$ cat config.mk
export PLATFORM = sky130hd
export DESIGN_NAME = count_enable_ctrl
export DESIGN_NICKNAME = d
export VERILOG_FILES = /design/src/rtl/count_enable_ctrl.sv
export SDC_FILE = /design/constraint.sdc
export NUM_CORES = 1
export LEC_CHECK = 0
export CELL_PAD_IN_SITES_DETAIL_PLACEMENT = 1
export CELL_PAD_IN_SITES_GLOBAL_PLACEMENT = 2
export CORE_UTILIZATION = 28
export CTS_CLUSTER_DIAMETER = 100
export CTS_CLUSTER_SIZE = 28
export DETAILED_ROUTE_END_ITERATION = 8
export GPL_TIMING_DRIVEN = 0
export PLACE_DENSITY = 0.8
export SLEW_MARGIN = 0
export SYNTH_ARGS = -nofsm -noshare
export SYNTH_HDL_FRONTEND = slang
export SYNTH_SLANG_ARGS = --single-unit
$ cat constraint.sdc
create_clock -name clk -period 2.4 [get_ports clk]
set_input_delay 0.24 -clock clk [delete_from_list [all_inputs] [get_ports clk]]
set_output_delay 0.24 -clock clk [all_outputs]
set_load 0.02 [all_outputs]
$ cat src/rtl/count_enable_ctrl.sv
`default_nettype none
// +----------------------------------------------------------------------------+
// | Module      : count_enable_ctrl                                            |
// | Description : Command-driven burst sequencer for the counter enable:       |
// |               issues cmd_len enables spaced cmd_div+1 running cycles,      |
// |               with pause/abort and a done pulse. CMD_QUEUE_EN adds a       |
// |               one-entry pending command for back-to-back bursts.           |
// | Revision    : 1.0 - initial release                                        |
// +----------------------------------------------------------------------------+
module count_enable_ctrl #(
  parameter int WIDTH = 8,
  parameter int DIV_W = 4
) (
  input  logic             clk,
  input  logic             rst,
  input  logic             cmd_valid,
  output logic             cmd_ready,
  input  logic [WIDTH-1:0] cmd_len,
  input  logic [DIV_W-1:0] cmd_div,
  input  logic             pause,
  input  logic             abort,
  output logic             enable,
  output logic             busy,
  output logic             done,
  output logic [WIDTH-1:0] pulses_left
);

  typedef enum logic [1:0] {
    S_IDLE = 2'd0,
    S_RUN  = 2'd1,
    S_DONE = 2'd2
  } state_t;

  state_t           state_q;
  logic             enable_q;
  logic             done_q;
  logic [WIDTH-1:0] left_q;
  logic [DIV_W-1:0] pc_q;
  logic [DIV_W-1:0] div_q;

  logic             hs;
  logic             launch_d;
  logic [WIDTH-1:0] launch_len_d;
  logic [DIV_W-1:0] launch_div_d;

`ifdef CMD_QUEUE_EN
  logic             pend_valid_q;
  logic [WIDTH-1:0] pend_len_q;
  logic [DIV_W-1:0] pend_div_q;

  assign cmd_ready = !pend_valid_q;
`else
  assign cmd_ready = (state_q == S_IDLE);
`endif

  assign hs          = cmd_valid && cmd_ready;
  assign busy        = (state_q != S_IDLE);
  assign enable      = enable_q;
  assign done        = done_q;
  assign pulses_left = left_q;

  // A burst starts from IDLE on handshake, or straight out of DONE when chaining.
  always_comb begin
    launch_d     = 1'b0;
    launch_len_d = cmd_len;
    launch_div_d = cmd_div;
    case (state_q)
      S_IDLE: launch_d = hs;
      S_DONE: begin
`ifdef CMD_QUEUE_EN
        if (pend_valid_q) begin
          launch_d     = 1'b1;
          launch_len_d = pend_len_q;
          launch_div_d = pend_div_q;
        end else begin
          launch_d = hs;
        end
`else
        launch_d = 1'b0;
`endif
      end
      default: launch_d = 1'b0;
    endcase
  end

  always_ff @(posedge clk or posedge rst) begin
    if (rst) begin
      state_q  <= S_IDLE;
      enable_q <= 1'b0;
      done_q   <= 1'b0;
      left_q   <= '0;
      pc_q     <= '0;
      div_q    <= '0;
    end else begin
      done_q <= 1'b0;
      case (state_q)
        S_IDLE: begin
          enable_q <= 1'b0;
          if (launch_d) begin
            state_q <= (launch_len_d == '0) ? S_DONE : S_RUN;
            left_q  <= launch_len_d;
            pc_q    <= launch_div_d;
            div_q   <= launch_div_d;
          end
        end
        S_RUN: begin
          if (abort) begin
            state_q  <= S_IDLE;
            enable_q <= 1'b0;
            left_q   <= '0;
          end else if (pause) begin
            enable_q <= 1'b0;
          end else if (pc_q == '0) begin
            enable_q <= 1'b1;
            pc_q     <= div_q;
            left_q   <= left_q - WIDTH'(1);
            if (left_q == WIDTH'(1)) begin
              state_q <= S_DONE;
            end
          end else begin
            enable_q <= 1'b0;
            pc_q     <= pc_q - DIV_W'(1);
          end
        end
        S_DONE: begin
          enable_q <= 1'b0;
          done_q   <= 1'b1;
          if (launch_d) begin
            state_q <= (launch_len_d == '0) ? S_DONE : S_RUN;
            left_q  <= launch_len_d;
            pc_q    <= launch_div_d;
            div_q   <= launch_div_d;
          end else begin
            state_q <= S_IDLE;
          end
        end
        default: begin
          state_q  <= S_IDLE;
          enable_q <= 1'b0;
        end
      endcase
    end
  end

`ifdef CMD_QUEUE_EN
  // Only a command accepted mid-burst is parked; IDLE/DONE handshakes launch directly.
  always_ff @(posedge clk or posedge rst) begin
    if (rst) begin
      pend_valid_q <= 1'b0;
      pend_len_q   <= '0;
      pend_div_q   <= '0;
    end else if (state_q == S_RUN && abort) begin
      pend_valid_q <= 1'b0;
    end else if (state_q == S_DONE && pend_valid_q) begin
      pend_valid_q <= 1'b0;
    end else if (hs && state_q == S_RUN) begin
      pend_valid_q <= 1'b1;
      pend_len_q   <= cmd_len;
      pend_div_q   <= cmd_div;
    end
  end
`endif

endmodule
`default_nettype wire

==> flow_summary.toml, run 1 <==
[synthesis]
synth_seq_area_share_pct = 43.2
synth_edf_count = 0
syn-num-nets = 147
ys_ff_latch = 20
netlist_top_cells_count = "dfrtp_1 (20), nor2_1 (16), inv_1 (11), o21ai_0 (9), a21oi_1 (7)"
syn_area_mm2 = 0.00116
yosys.area.top_type_share_pct = 43.2
synthTopCellsByArea = "dfrtp_1 (43%), nor2_1 (5.2%), a32oi_1 (4.5%), o21ai_0 (3.9%), inv_1 (3.6%)"
synth_ff_type = "dfrtp_1"
yosysMostFrequentCell = "dfrtp_1"
syn_inst = 127
synth_warnings = 0
avgSynthCellArea_um2 = 9.12
ys_types = 35
ys_async_sr_fraction_pct = 100
yosys.area.top_type = "dfrtp_1"

[setup_path]
critical-path-max-stage-delay_ns = 0.62
worst_setup_path_start_kind = "register"
path_max_fanout = 10
critPathCaptureType = "output pin"
reg2reg_depth = 7
arrival_ns = 1.95
startpoint = "state_q[0]"
timing.rr.end = "pulses_left[2]"
ff2ff_setup_slack_ns = 0.26
r2r-start = "pc_q[0]"
path_cells = "clkbuf_1, nor2_1, inv_1, clkdlybuf4s50_1"
worstSetupEndpoint = "busy"
slowest_stage = "clkdlybuf4s50_1"
critPathKind = "register to output pin"
required_ns = 2.16

[timing]
setup_viol = 0
relSlewSlack_pct = 46.1
period_share_pct = 91.2
max_clock_freq_mhz = 457
tightest_slew_ns = 0.807
rsz0062_at_grt = "false"
tns_ns = 0
fin_skew_ns = 0.00157
maxSlewViolCount = 0
hold_violations = 0
period_minus_slack_ns = 2.19
worst_slack_ns = 0.210

[grt]
antenna_found_initial = 0
grtUsageTotal_pct = 16.9
grt_pass1_vias = 1197
grt_pass1_wl_um = 5580
grt_overflow = 0
grt_max_degree = 21

[place]
io_buffers = 28
routabilityCongestion = 0.763
dp.final_hpwl_um = 2480
place_area_mm2 = 0.00150
pre_cts_ws_ns = 0.264
placed_cells = 205

[clock_network]
clk_latency_ns = 0.25
cts-root-buf = "clkbuf_8"
cts_inserted_buffers = 3
cts_tree = "done"
cts_num_sinks = 20
hold_buffers = 0
cts.repair.resized = 0
h-tree-depth = 1
clk_path_buf_depth = 2
cts_setup_buffers = 0
cts.reportedPaths.clkPinSlew_ns = 0.07

[finish]
postLayoutCoreUtil_pct = 38.6
drive_gt1_share_pct = 8.23
final_area_mm2 = 0.00154
n_fill_cell = 462
area_growth_pct = 33.2
n_antenna_cell = 0
nNetsFinal = 180
final_cells = 208

[floorplanning]
core_mm2 = 0.00400
die_h_um = 66.3
die-area_mm2 = 0.00440
num_rows = 23
start_util_pct = 29.0
die_w_um = 66.3
ioPinCount = 29

[job]
maxCapViolations = 0

[detailed_routing]
initialDrtViolationCount = 50
drt_pre_antenna_iters = 4
detail_route.wl_per_cell_um = 15.8
vias = 1123
wirelength_um = 3290
ant_nets = 0
vias_per_cell = 5.40
drc = 0

[status]
status = "complete, no violations"

[min_path]
hold_class = "input pin to asynchronous set/reset pin"

[power]
irDropWorstVdd_mv = 0.405
p_leak_nw = 0.618
cellPowerDensity_mw_per_mm2 = 1260
==> critical path: cells and delay by family, from the launching register on <==
kind	cells	cell delay, ns
flops	1	0.40
simple gates	1	0.13
buf+inv	3	1.16
==> stage by stage <==
step | hold WS (ns) | total power, W
floorplan | 0.204 | 0.00133
CTS | 0.483 | 0.00198
detailed placement | 0.508 | 0.00175
global route | 0.540 | 0.00212
finish | 0.440 | 0.00195
global placement | 0.494 | 0.00171
==> how the worst min path moves through the flow <==
stage,cells past startpoint,to
floorplan,1,div_q[0]
global placement,1,div_q[2]
detailed placement,1,div_q[1]
CTS,2,div_q[0]
global route,2,div_q[0]
finish,2,div_q[1]
==> power breakdown <==
part	leakage (nW)	internal (W)	switching, W	total [W]
registers	0.247	0.000487	0.000147	0.000634
clock network	0.0216	0.000112	0.000107	0.000218
logic	0.349	0.000483	0.000614	0.00110
total	0.618	0.00108	0.000867	0.00195
==> state kept, by name, indices dropped and copies added (netlist names) <==
name	count
div_q	4
enable	1
pulses_left	8
state_q	2
done	1
pc_q	4
==> logic make-up after synthesis <==
kind of cell	after synthesis	share of synthesized area (%)
flops	20	43.2
mux	3	2.92
compound gates	43	25.9
simple gates	41	18.6
buf+inv	17	6.16
fa+ha+maj	3	3.24
==> layer usage <==
| layer | share of wire, % | vias up | global-route usage (%) | wire length [um] |
|---|---|---|---|---|
| li1 | - | 528 | - | - |
| met1 | 45 | 568 | 20.6 | 1500 |
| met2 | 49 | 23 | 29.8 | 1630 |
| met3 | 4.3 | 4 | 2.41 | 140 |
| met4 | 0.88 | 0 | 6.38 | 29 |
| met5 | 0 | - | 0 | 0 |
==> layout by cell type (no fill, tap or decap), drive strengths merged <==
cell type      instances
o22ai                  1
o21ai                 13
nor2                  16
o2111ai                1
nor4                   1
ha                     3
nand2                  5
a32oi                  6
o311ai                 1
or3b                   2
a21oi                  8
nand3b                 2
o22a                   1
nand3                  1
or4b                   1
mux2                   3
clkdlybuf4s50         28
a31oi                  3
nor3                   5
or4                    3
nor2b                  3
a2bb2oi                1
buf                    1
a311oi                 1
nand2b                 2
inv                   11
dfrtp                 20
a22o                   1
a221oi                 1
a211o                  1
o211ai                 3
clkbuf                 8
o2bb2ai                1
==> layout make-up <==
cell class	instances	area (um^2)	area share, %
repair buffers	28	280	18.2
well taps	50	62.6	4.06
flip-flops and latches	20	500	32.4
clock buffers	3	41.3	2.68
plain buffers	6	30.0	1.95
inverters	11	41.3	2.68
multi-input cells	90	587	38.0
Note: power is estimated with default switching activity, not from simulation.
==> run 2: changes to the inputs <==
- CAP_MARGIN: default -> 20
==> results of run 2 <==
Final layout, timing and power as in run 1 (identical DEF).
